### config.mk
export PLATFORM = sky130hd
export DESIGN_NAME = tail_light_monitor_flat
export DESIGN_NICKNAME = d
export VERILOG_FILES = /design/src/rtl/tail_light_monitor_if.sv /design/src/rtl/tail_light_monitor.sv /design/src/flat_wrapper.sv
export SDC_FILE = /design/constraint.sdc
export NUM_CORES = 1
export LEC_CHECK = 0
export ABC_AREA = 1
export CAP_MARGIN = 20
export CELL_PAD_IN_SITES_DETAIL_PLACEMENT = 0
export CELL_PAD_IN_SITES_GLOBAL_PLACEMENT = 1
export CORE_AREA = 3 3 77 87
export DETAILED_ROUTE_END_ITERATION = 16
export DIE_AREA = 0 0 80 90
export GPL_ROUTABILITY_DRIVEN = 1
export PLACE_DENSITY = 0.76
export REMOVE_ABC_BUFFERS = 1
export SYNTH_ARGS = -nofsm -noshare
export SYNTH_HDL_FRONTEND = slang
export SYNTH_SLANG_ARGS = --single-unit
### constraint.sdc
create_clock -name Clk -period 1.8 [get_ports Clk]
set_input_delay 0.36 -clock Clk [delete_from_list [all_inputs] [get_ports Clk]]
set_output_delay 0.36 -clock Clk [all_outputs]
set_load 0.05 [all_outputs]
### src/rtl/tail_light_monitor_if.sv
// Lamp bus from the tail-light sequencer plus the monitor's status outputs.
// master = sequencer/driver side, slave = monitor side.
interface tail_light_monitor_if #(
    parameter int CNT_W = 8
);
    logic [5:0]       lights;
    logic             step;
    logic             clr_err;
    logic             dir_left;
    logic             dir_right;
    logic [1:0]       phase;
    logic             sweep_done;
    logic             err;
    logic             err_sticky;
    logic [CNT_W-1:0] left_cnt;
    logic [CNT_W-1:0] right_cnt;
    logic [CNT_W-1:0] err_cnt;

    modport master (
        output lights, step, clr_err,
        input  dir_left, dir_right, phase, sweep_done, err, err_sticky,
               left_cnt, right_cnt, err_cnt
    );

    modport slave (
        input  lights, step, clr_err,
        output dir_left, dir_right, phase, sweep_done, err, err_sticky,
               left_cnt, right_cnt, err_cnt
    );
endinterface

### src/rtl/tail_light_monitor.sv
// Tail-light sweep checker: follows the expected left/right lamp sequence on each
// step strobe, counts completed sweeps and flags sequence and glitch errors.
module tail_light_monitor #(
    parameter int CNT_W = 8
) (
    input  logic          Clk,
    input  logic          Reset_n,
    tail_light_monitor_if.slave bus
);

    localparam logic [5:0]       PAT_OFF = 6'b000000;
    localparam logic [5:0]       PAT_L1  = 6'b001000;
    localparam logic [5:0]       PAT_L2  = 6'b011000;
    localparam logic [5:0]       PAT_L3  = 6'b111000;
    localparam logic [5:0]       PAT_R1  = 6'b000100;
    localparam logic [5:0]       PAT_R2  = 6'b000110;
    localparam logic [5:0]       PAT_R3  = 6'b000111;
    localparam logic [CNT_W-1:0] CNT_MAX = {CNT_W{1'b1}};

    typedef enum logic [2:0] {
        IDLE = 3'd0,
        L1   = 3'd1,
        L2   = 3'd2,
        L3   = 3'd3,
        R1   = 3'd4,
        R2   = 3'd5,
        R3   = 3'd6
    } state_t;

    state_t           state, state_n;
    logic [5:0]       lights_q;
    logic             done_l, done_r, seq_err, glitch, err_n;
    logic             dir_left_n, dir_right_n;
    logic [1:0]       phase_n;

    logic             dir_left_r, dir_right_r, sweep_done_r, err_r, err_sticky_r;
    logic [1:0]       phase_r;
    logic [CNT_W-1:0] left_cnt_r, right_cnt_r, err_cnt_r;

    always_ff @(posedge Clk or negedge Reset_n) begin
        if (!Reset_n) begin
            state    <= IDLE;
            lights_q <= '0;
        end else begin
            state    <= state_n;
            lights_q <= bus.lights;
        end
    end

    // A mismatching pattern always drops back to IDLE; it is never taken as a new start.
    always_comb begin
        state_n = state;
        done_l  = 1'b0;
        done_r  = 1'b0;
        seq_err = 1'b0;
        glitch  = 1'b0;
        if (bus.step) begin
            unique case (state)
                IDLE: begin
                    if (bus.lights == PAT_L1)       state_n = L1;
                    else if (bus.lights == PAT_R1)  state_n = R1;
                    else if (bus.lights != PAT_OFF) seq_err = 1'b1;
                end
                L1: if (bus.lights == PAT_L2) state_n = L2;
                    else begin state_n = IDLE; seq_err = 1'b1; end
                L2: if (bus.lights == PAT_L3) state_n = L3;
                    else begin state_n = IDLE; seq_err = 1'b1; end
                L3: begin
                    state_n = IDLE;
                    if (bus.lights == PAT_OFF) done_l  = 1'b1;
                    else                       seq_err = 1'b1;
                end
                R1: if (bus.lights == PAT_R2) state_n = R2;
                    else begin state_n = IDLE; seq_err = 1'b1; end
                R2: if (bus.lights == PAT_R3) state_n = R3;
                    else begin state_n = IDLE; seq_err = 1'b1; end
                R3: begin
                    state_n = IDLE;
                    if (bus.lights == PAT_OFF) done_r  = 1'b1;
                    else                       seq_err = 1'b1;
                end
                default: begin
                    state_n = IDLE;
                    seq_err = 1'b1;
                end
            endcase
        end else if (bus.lights != lights_q) begin
            glitch = 1'b1;
        end
        err_n = seq_err | glitch;
    end

    always_comb begin
        dir_left_n  = 1'b0;
        dir_right_n = 1'b0;
        phase_n     = 2'd0;
        unique case (state_n)
            L1:      begin dir_left_n  = 1'b1; phase_n = 2'd1; end
            L2:      begin dir_left_n  = 1'b1; phase_n = 2'd2; end
            L3:      begin dir_left_n  = 1'b1; phase_n = 2'd3; end
            R1:      begin dir_right_n = 1'b1; phase_n = 2'd1; end
            R2:      begin dir_right_n = 1'b1; phase_n = 2'd2; end
            R3:      begin dir_right_n = 1'b1; phase_n = 2'd3; end
            default: ;
        endcase
    end

    // Status is registered from the next-state view so it lands the cycle after the strobe.
    always_ff @(posedge Clk or negedge Reset_n) begin
        if (!Reset_n) begin
            dir_left_r   <= 1'b0;
            dir_right_r  <= 1'b0;
            phase_r      <= 2'd0;
            sweep_done_r <= 1'b0;
            err_r        <= 1'b0;
            err_sticky_r <= 1'b0;
            left_cnt_r   <= '0;
            right_cnt_r  <= '0;
            err_cnt_r    <= '0;
        end else begin
            dir_left_r   <= dir_left_n;
            dir_right_r  <= dir_right_n;
            phase_r      <= phase_n;
            sweep_done_r <= done_l | done_r;
            err_r        <= err_n;
            if (done_l && left_cnt_r != CNT_MAX)
                left_cnt_r <= left_cnt_r + 1'b1;
            if (done_r && right_cnt_r != CNT_MAX)
                right_cnt_r <= right_cnt_r + 1'b1;
            // An error in the same cycle as a clear restarts the count at one.
            if (err_n) begin
                err_sticky_r <= 1'b1;
                if (bus.clr_err)               err_cnt_r <= {{(CNT_W-1){1'b0}}, 1'b1};
                else if (err_cnt_r != CNT_MAX) err_cnt_r <= err_cnt_r + 1'b1;
            end else if (bus.clr_err) begin
                err_sticky_r <= 1'b0;
                err_cnt_r    <= '0;
            end
        end
    end

    assign bus.dir_left   = dir_left_r;
    assign bus.dir_right  = dir_right_r;
    assign bus.phase      = phase_r;
    assign bus.sweep_done = sweep_done_r;
    assign bus.err        = err_r;
    assign bus.err_sticky = err_sticky_r;
    assign bus.left_cnt   = left_cnt_r;
    assign bus.right_cnt  = right_cnt_r;
    assign bus.err_cnt    = err_cnt_r;

endmodule

### src/flat_wrapper.sv
// flat-port wrapper written by rule: the top's interface ports become plain ports
module tail_light_monitor_flat 
#(
    parameter int CNT_W = 8
)
  (Clk, Reset_n, bus_lights, bus_step, bus_clr_err, bus_dir_left, bus_dir_right, bus_phase, bus_sweep_done, bus_err, bus_err_sticky, bus_left_cnt, bus_right_cnt, bus_err_cnt);
  tail_light_monitor_if #(.CNT_W(CNT_W)) bus_i ();
  input  logic Clk;
  input  logic Reset_n;
  input wire logic [$bits(bus_i.lights)-1:0] bus_lights;
  input wire logic [$bits(bus_i.step)-1:0] bus_step;
  input wire logic [$bits(bus_i.clr_err)-1:0] bus_clr_err;
  output wire logic [$bits(bus_i.dir_left)-1:0] bus_dir_left;
  output wire logic [$bits(bus_i.dir_right)-1:0] bus_dir_right;
  output wire logic [$bits(bus_i.phase)-1:0] bus_phase;
  output wire logic [$bits(bus_i.sweep_done)-1:0] bus_sweep_done;
  output wire logic [$bits(bus_i.err)-1:0] bus_err;
  output wire logic [$bits(bus_i.err_sticky)-1:0] bus_err_sticky;
  output wire logic [$bits(bus_i.left_cnt)-1:0] bus_left_cnt;
  output wire logic [$bits(bus_i.right_cnt)-1:0] bus_right_cnt;
  output wire logic [$bits(bus_i.err_cnt)-1:0] bus_err_cnt;
  assign bus_i.lights = bus_lights;
  assign bus_i.step = bus_step;
  assign bus_i.clr_err = bus_clr_err;
  assign bus_dir_left = bus_i.dir_left;
  assign bus_dir_right = bus_i.dir_right;
  assign bus_phase = bus_i.phase;
  assign bus_sweep_done = bus_i.sweep_done;
  assign bus_err = bus_i.err;
  assign bus_err_sticky = bus_i.err_sticky;
  assign bus_left_cnt = bus_i.left_cnt;
  assign bus_right_cnt = bus_i.right_cnt;
  assign bus_err_cnt = bus_i.err_cnt;
  tail_light_monitor #(.CNT_W(CNT_W)) u_core (.Clk(Clk), .Reset_n(Reset_n), .bus(bus_i));
endmodule
**Yosys cells after proc, flatten, opt, wreduce, memory -nomap -nowiden**

Cells that the tools add are included.

- Bits in registers: 40
- Latch bits: 0
- Bits in writable memories: 0
- Memory bits (read-only): 0
- Output and inout bits: 31
- Memories kept: 0

- Add/subtract/negate cells: 3
- Multipliers: 0
- Div/mod/pow operators: 0
- $lt $le $gt $ge: 0
- Equality and inequality tests: 22
- Shift-type cells: 0
- Multiplexer cells: 34
- Bitwise logic cells: 2
- Reduce and logical (&&, ||, !) cells: 14

Operators by type and width:

| cell | number |
|---|---|
| $mux 8 | 4 |
| $add 8x1->8 const B | 3 |
| $ne 8x8->1 const B | 3 |
| $mux 1 | 20 |
| $eq 3x3->1 const B | 6 |
| $eq 6x3->1 const B | 3 |
| $mux 3 | 5 |
| $pmux 3 s5 | 1 |
| $eq 3x2->1 const B | 4 |
| $reduce_or 2->1 | 4 |
| $eq 3x1->1 const B | 2 |
| $eq 6x4->1 const B | 1 |
| $eq 6x5->1 const B | 1 |
| $eq 6x6->1 const B | 1 |
| $logic_not 6->1 | 1 |
| $ne 6x6->1 | 1 |
| $pmux 1 s6 | 1 |
| $pmux 2 s3 | 1 |
| $reduce_bool 6->1 | 1 |
| $reduce_or 3->1 | 2 |
| $mux 2 | 2 |
| $reduce_bool 2->1 | 2 |
| $logic_not 3->1 | 1 |
| $logic_and 1x1->1 | 2 |
| 2 further kinds | 3 |

**Logic depth before layout (Yosys ltp)**

Gate-level depths: netlist (run 1).

- Depth in word-level cells: 9
- Gate-level depth with buffers: 12
- Depth with buffers taken out: 12

**Worst setup path before layout (run 1)**

No wires, ideal clock.

- Path type: register to register
- Start: reg u_core.left_cnt_r[0], in the netlist u_core.bus.left_cnt[0]
- End: reg u_core.left_cnt_r[1], in the netlist u_core.bus.left_cnt[1]
- Data arrival time: 1.741 ns
- Path slack: -0.065 ns
- Cell stages (with the launch flop): 7
- Buffers on the path: 0
- Period minus slack after synthesis: 1.865 ns
- Cell sequence: dfrtp_1 > ha_1 > nand2_1 > nor3_1 > nand3_1 > nand2_1 > mux2_2

- Cells in the longest elaborated chain, start to end: 2
- Elaborated cells on any way between the ends: 3
- Those cells by class: add/sub (1); eq/ne (1); reduce/logical (1)

RTL lines:

| element | line | RTL |
|---|---|---|
| from (decl) | tail_light_monitor.sv:38 | `logic [CNT_W-1:0] left_cnt_r, right_cnt_r, err_cnt_r;` |
| from (signal assigned) | tail_light_monitor.sv:127 | `left_cnt_r <= left_cnt_r + 1'b1;` |
| branches (longest 2 deep; another with $add 8x1->8) | n/a |  |

Parallel ways; which one is timed is not known.
A chain may end at the register's enable or synchronous reset.

**Worst setup path in the final report (run 1)**

- Start: reg u_core.err_cnt_r[0], in the netlist u_core.bus.err_cnt[0]
- End: reg u_core.err_cnt_r[7], in the netlist u_core.bus.err_cnt[7]

- Cells in the longest elaborated chain, start to end: 4
- Elaborated cells on any way between the ends: 7
- Those cells by class: add/sub (1); eq/ne (1); mux (3); reduce/logical (2)

RTL lines:

| element | line | RTL |
|---|---|---|
| from (decl) | tail_light_monitor.sv:38 |  |
| from (signal assigned) | tail_light_monitor.sv:133 | `if (bus.clr_err) err_cnt_r <= {{(CNT_W-1){1'b0}}, 1'b1};` |
| from (signal assigned) | tail_light_monitor.sv:134 | `else if (err_cnt_r != CNT_MAX) err_cnt_r <= err_cnt_r + 1'b1;` |
| $add 8x1->8 | tail_light_monitor.sv:134 |  |
| $mux 8 | tail_light_monitor.sv:134 |  |
| $mux 8 | tail_light_monitor.sv:133 |  |
| $mux 8 | tail_light_monitor.sv:131 | `if (err_n) begin` |

Parallel ways exist; a longest one is shown, timed or not. The select of a mux whose other input is x is not followed.

==> results.sh, run 1 <==
export IMPL_antenna_found_initial=0
export IMPL_synth_xor_area_share_pct=7.90
export IMPL_cts_root_buf="clkbuf_8"
export IMPL_gp_congestion=0.777
export IMPL_cts_buffer_depth=2
export IMPL_worst_pin_slew_ps=500
export IMPL_synth_top_family_by_area="simple AND/OR/NAND/NOR gates"
export IMPL_instances_no_fill=408
export IMPL_holdWs_ps=17.5
export IMPL_hold_class="in2async"
export IMPL_vias=1894
export IMPL_p_leak_nw=1.50
export IMPL_synth_common_cells="57 x nand2_1, 41 x nand3_1, 40 x dfrtp_1"
export IMPL_wirelength_mm=4.73
export IMPL_fp_dieH_microns=90
export IMPL_setup_violations=0
export IMPL_tns_ps=0
export IMPL_grt_pass1_vias=1751
export IMPL_diodes=0
export IMPL_worstPathMaxFanout=5
export IMPL_r2r_cells=6
export IMPL_insertion_delay_ps=300
export IMPL_dp_cells=398
export IMPL_dr_first_iter_drc_count=92
export IMPL_min_period_ps=1620
export IMPL_port_buffers=40
export IMPL_area_growth_pct=31.7
export IMPL_core_sq_um=5810
export IMPL_fp_dieW_microns=80
export IMPL_syn_area_sq_um=2220
export IMPL_wl_per_cell_microns=11.6
export IMPL_ys_flop_type="dfrtp_1"
export IMPL_drc_errors=0
export IMPL_fmax_mhz=617
export IMPL_ir_worst_vdd_mv=0.294
export IMPL_worstSetupStartpoint="u_core.bus.err_cnt[0]"
export IMPL_maxCapViolCount=0
export IMPL_synth_warnings=0
export IMPL_clkTransAtPathRegs_ps=90
export IMPL_period_share_pct=90.0
export IMPL_fp_row_count=29
export IMPL_drt_vias_per_instance=4.64
export IMPL_first_pass_iters=4
export IMPL_synth_compound_area_share_pct=3.55
export IMPL_post_synth_top_area_fraction_pct=45.1
export IMPL_worst_setup_path_type="reg2reg"
export IMPL_synthSimpleGateAreaFrac_pct=34.9
export IMPL_rr_endpoint="u_core.bus.err_cnt[7]"
export IMPL_cp_end_kind="register"
export IMPL_nNetsFinal=343
export IMPL_slew_headroom_pct=66.7
export IMPL_grt_max_degree=23
export IMPL_dpl_hpwl_mm=3.61
export IMPL_finalInstanceArea_sq_um=2920
export IMPL_initial_core_util_pct=38.2
export IMPL_async_flop_share_pct=100
export IMPL_synthMuxAreaShare_pct=1.02
export IMPL_track_usage_pct=14.0
export IMPL_placed_area_sq_um=2740
export IMPL_yosysTopAreaCell="dfrtp_1"
export IMPL_finClkSkew_ps=5.71
export IMPL_ant_nets=0
export IMPL_ys_ff_latch=40
export IMPL_grt_overflow_total=0
export IMPL_ios=41
export IMPL_synth_cell_types=32
export IMPL_critPathLaunchType="register"
export IMPL_p_per_area_nw_per_um2=697
export IMPL_status="finished, final reports clean"
export IMPL_cts_buffers=5
export IMPL_htree_num_levels=2
export IMPL_hold_violations=0
export IMPL_synth_most_common_cell="nand2_1"
export IMPL_r2r_start="u_core.bus.err_cnt[0]"
export IMPL_grt_pass1_wl_mm=8.10
export IMPL_synth_avg_cell_area_sq_um=8.28
export IMPL_synth_edf_count=0
export IMPL_arrival_ps=1800
export IMPL_dp_slack_ps=-302
export IMPL_cts_tree="yes"
export IMPL_die_area_sq_um=7200
export IMPL_hold_buffers=0
export IMPL_clkSinkCount=40
export IMPL_slew_viol_final=0
export IMPL_setup_ws_ps=180
export IMPL_rrSetupSlack_ps=180
export IMPL_required_ps=1980
export IMPL_synth_area_leaders="dfrtp_1 45%, nand2_1 9.6%, nand3_1 9.2%"
export IMPL_synth_fa_ha_area_share_pct=1.69
export IMPL_synth_yosys_seq_area_share_pct=45.1
export IMPL_drive_gt1_share_pct=27.8
export IMPL_synth_cells=268
[flip-flops by register name, indices dropped and copies added (netlist names)]
signal / flops
u_core.bus.left_cnt: 8
u_core.bus.err_sticky: 1
u_core.bus.dir_right: 1
u_core.bus.right_cnt: 8
u_core.bus.err_cnt: 8
u_core.bus.sweep_done: 1
u_core.bus.phase: 2
u_core.bus.dir_left: 1
u_core.state: 3
u_core.lights_q: 6
u_core.bus.err: 1
[through the flow]
| step | total power [W] | utilization, % |
|---|---|---|
| finish | 0.00204 | 50.3 |
| global placement | 0.00129 | 47.2 |
| floorplan | 0.00115 | - |
| global route | 0.00214 | 50.3 |
| CTS | 0.00206 | 49.2 |
| detailed placement | 0.00129 | 47.2 |
[area by class of cell]
class / count / area [sq um]
Fill cell: 580 / 2880
Clock buffer: 5 / 68.8
Inverter: 31 / 116
Timing Repair Buffer: 58 / 468
Tap cell: 77 / 96.3
Clock inverter: 3 / 46.3
Multi-Input combinational cell: 194 / 1120
Sequential cell: 40 / 1000
[layer usage]
metal | wire length (microns) | part of all wire (%) | global-route usage [%]
met1 | 2190 | 46 | 18.5
met2 | 2250 | 48 | 22.0
met3 | 219 | 4.6 | 3.00
met4 | 77 | 1.6 | 5.49
met5 | 0 | 0 | 0
[worst max path at each step]
stage                             end  slack (ps)  cells after the start
2_1_floorplan  u_core.bus.left_cnt[1]         -70                      6
3_3_place_gp    u_core.bus.err_cnt[5]        -290                     13
3_5_place_dp    u_core.bus.err_cnt[5]        -300                     13
4_1_cts         u_core.bus.err_cnt[5]          20                     13
5_1_grt         u_core.bus.err_cnt[0]        -0.6                      6
6_report        u_core.bus.err_cnt[7]         180                      6
[layout by cell type (no fill, tap or decap), drive strengths merged]
cell type,instances
dlymetal6s2s,6
clkinvlp,1
clkdlybuf4s50,2
nand2,60
a31oi,1
nor2,37
a21oi,3
nor3,11
ha,3
o21ai,4
buf,50
nor3b,1
clkinv,3
o21bai,1
or2,1
clkbuf,5
nand3b,1
o2111ai,3
xor2,14
xnor2,6
bufinv,1
and3,1
inv,29
nand3,45
mux2,2
dfrtp,40
[worst max-delay path, stage by stage, from the launching register on]
cell	delay (ps)
dfrtp_1	420
ha_1	210
nand3_1	140
nor3_2	160
nand3_1	240
o2111ai_1	260
nand2_1	80
[kinds of logic (layout without fill, tap and decap cells)]
logic type	count (synthesis)	count (layout)
flops	40	40
mux	2	2
fa+ha+maj	3	3
compound gates	12	12
buf+inv	34	97
simple gates	157	157
xor+xnor	20	20
[power by group]
group,internal (W),switching [W]
clock network,0.000418,0.000346
logic,0.000109,0.000208
registers,0.000928,0.0000286
[timing repair]
action,CTS,global route
setup buffers,0,2
endpoints found under the setup margin,0,17
gates resized for setup,0,16
Note: power is estimated with default switching activity, not from simulation.
==> run 2: changes to the inputs <==
--- a/config.mk
+++ b/config.mk
@@ -18,3 +18,4 @@
 export SYNTH_ARGS = -nofsm -noshare
 export SYNTH_HDL_FRONTEND = slang
 export SYNTH_SLANG_ARGS = --single-unit
+export TNS_END_PERCENT = 30
==> results of run 2 <==
No change in the layout: final DEF, timing and power equal those of run 1.
==> run 3: changes to the inputs <==
--- a/config.mk
+++ b/config.mk
@@ -5,15 +5,13 @@
 export SDC_FILE = /design/constraint.sdc
 export NUM_CORES = 1
 export LEC_CHECK = 0
-export ABC_AREA = 1
-export CAP_MARGIN = 20
 export CELL_PAD_IN_SITES_DETAIL_PLACEMENT = 0
 export CELL_PAD_IN_SITES_GLOBAL_PLACEMENT = 1
-export CORE_AREA = 3 3 77 87
+export CORE_AREA = 3 3 73 82
 export DETAILED_ROUTE_END_ITERATION = 16
-export DIE_AREA = 0 0 80 90
+export DIE_AREA = 0 0 76 85
 export GPL_ROUTABILITY_DRIVEN = 1
-export PLACE_DENSITY = 0.76
+export PLACE_DENSITY = 0.77
 export REMOVE_ABC_BUFFERS = 1
 export SYNTH_ARGS = -nofsm -noshare
 export SYNTH_HDL_FRONTEND = slang
==> results.sh, run 3 <==
export IMPL_yosysTopAreaCell="dfrtp_1"
export IMPL_r2r_start="u_core.state[0]"
export IMPL_ios=41
export IMPL_clkSinkCount=40
export IMPL_fp_row_count=28
export IMPL_ir_worst_vdd_mv=0.357
export IMPL_gp_congestion=0.845
export IMPL_dpl_hpwl_mm=3.58
export IMPL_grt_pass1_wl_mm=8.68
export IMPL_crit_slowest_cell="dfrtp_1"
export IMPL_async_flop_share_pct=100
export IMPL_drt_vias_per_instance=4.93
export IMPL_hold_violations=0
export IMPL_worstPathMaxFanout=7
export IMPL_synth_yosys_seq_area_share_pct=48.2
export IMPL_first_pass_iters=4
export IMPL_post_synth_top_area_fraction_pct=48.2
export IMPL_drc_errors=0
export IMPL_port_buffers=40
export IMPL_dp_slack_ps=-861
export IMPL_synth_avg_cell_area_sq_um=10.5
export IMPL_grt_overflow_total=0
export IMPL_cpPeakStageDelay_ps=430
export IMPL_die_area_sq_um=6460
export IMPL_worstSetupStartpoint="u_core.state[0]"
export IMPL_setup_ws_ps=-184
export IMPL_status="finished with violations"
export IMPL_cts_buffers=5
export IMPL_top_usage_layer="met2"
export IMPL_finClkSkew_ps=8.14
export IMPL_holdWs_ps=356
export IMPL_synth_cell_types=54
export IMPL_placed_area_sq_um=2820
export IMPL_wl_per_cell_microns=13.6
export IMPL_nNetsFinal=310
export IMPL_critPathLaunchType="register"
export IMPL_vias=1840
export IMPL_synth_cells=198
export IMPL_htree_num_levels=2
export IMPL_cp_num_buf_inv=1
export IMPL_hold_class="in2reg"
export IMPL_syn_area_sq_um=2080
export IMPL_min_delay_start="bus_lights[2]"
export IMPL_synth_common_cells="40 x dfrtp_1, 18 x nand2_1, 14 x xnor2_1"
export IMPL_p_total_w=0.00183
export IMPL_dr_first_iter_drc_count=69
export IMPL_final_common_cell="buf_4"
export IMPL_fmax_mhz=504
export IMPL_synth_warnings=0
export IMPL_fp_dieW_microns=76
export IMPL_worst_pin_slew_ps=441
export IMPL_finalInstanceArea_sq_um=3150
export IMPL_insertion_delay_ps=300
export IMPL_required_ps=2020
export IMPL_most_common_layout_cells="83 x buf_4, 39 x dfrtp_1, 18 x nand2_1"
export IMPL_slew_viol_final=0
export IMPL_track_usage_pct=16.7
export IMPL_cp_end_kind="register"
export IMPL_synth_most_common_cell="dfrtp_1"
export IMPL_grt_max_degree=20
export IMPL_wirelength_mm=5.06
export IMPL_clkTransAtPathRegs_ps=80
export IMPL_maxCapViolCount=0
export IMPL_initial_core_util_pct=39.3
export IMPL_worstPathCellList="and3_1 > o211a_1 > o311ai_4 > o21ai_4 > buf_6 > or3_4 > a21oi_2"
export IMPL_ant_nets=0
export IMPL_r2r_cells=7
export IMPL_p_per_area_nw_per_um2=581
export IMPL_grt_util_met2_pct=27.1
export IMPL_grt_use_met3_pct=3.61
export IMPL_synth_edf_count=0
export IMPL_rsz0062_at_grt="yes"
export IMPL_worst_setup_path_type="reg2reg"
export IMPL_crit_family="compound AO/OA/AOI/OAI gates"
export IMPL_grt_pass1_vias=1842
export IMPL_drive_gt1_share_pct=49.3
export IMPL_fp_dieH_microns=85
export IMPL_diodes=0
export IMPL_hold_depth=2
export IMPL_cts_buffer_depth=2
export IMPL_arrival_ps=2210
export IMPL_nFillCells=481
export IMPL_area_growth_pct=51.5
export IMPL_cts_root_buf="clkbuf_8"
export IMPL_ys_ff_latch=40
export IMPL_synth_area_leaders="dfrtp_1 48%, xnor2_1 5.9%, xor2_1 3.8%"
export IMPL_crit_cells=7
export IMPL_setup_violations=9
export IMPL_ys_flop_type="dfrtp_1"
export IMPL_core_sq_um=5290
export IMPL_violations="setup timing"
export IMPL_antenna_found_initial=0
export IMPL_gr_usage_met1_pct=21.8
export IMPL_p_leak_nw=1.49
export IMPL_slew_headroom_pct=70.6
export IMPL_period_share_pct=110
export IMPL_min_period_ps=1980
export IMPL_cts_tree="yes"
## run 3: report_power, final
| part | switching, W | internal [W] | leakage (nW) | total [W] |
|---|---|---|---|---|
| Sequential | 0.0000123 | 0.000918 | 0.517 | 0.000930 |
| Clock | 0.000315 | 0.000312 | 0.0445 | 0.000627 |
| Combinational | 0.000155 | 0.000116 | 0.924 | 0.000271 |
## run 3: cell type report
class                           count  area, sq um  area share [%]
Multi-Input combinational cell    141         1130            36.1
Sequential cell                    40         1000            31.8
Timing Repair Buffer              101          790            25.1
Tap cell                           75         93.8            2.98
Clock buffer                        7         86.3            2.74
Inverter                            8         32.5            1.03
Clock inverter                      1         7.51           0.239
## run 3: final timing paths
check | to | slack, ps
max | u_core.bus.err_cnt[3] | -180
min | u_core.lights_q[2] | 360
max reg2reg | u_core.bus.err_cnt[3] | -180
min reg2reg | u_core.bus.err_sticky | 500
max in group asynchronous | u_core.lights_q[0] | 720
min in group asynchronous | u_core.bus.err_cnt[0] | 540
## run 3: repair_timing
item	in CTS	in global routing
setup buffers	8	0
endpoints found under the hold margin	1	0
hold buffers	1	0
resized for setup	49	18
setup endpoints to repair	33	21
pin swaps	19	4
## run 3: metrics by stage
step           cells  util (%)  setup TNS, ps
6_report         373      59.5           -986
5_1_grt          373      59.5          -1720
3_5_place_dp     356      53.3         -22580
4_1_cts          373      58.2           -736
2_1_floorplan    189         -          -5080
3_3_place_gp     356      53.3         -22410
## run 3: kinds of logic (layout without fill, tap and decap cells)
kind of cell | after synthesis | after routing | synth area share (%)
simple gates | 81 | 81 | 22.8
flops | 40 | 40 | 48.2
compound gates | 30 | 30 | 11.0
xor+xnor | 23 | 23 | 9.70
buf+inv | 17 | 117 | 4.40
mux | 4 | 4 | 2.11
fa+ha+maj | 3 | 3 | 1.81
## run 3: layer usage
layer  up-vias  part of all wire, %  wire, microns
met1       896                   46           2310
met4         0                  2.2            109
met3        11                  4.1            209
met2        37                   48           2430
met5         -                    0              0
li1        896                    -              -
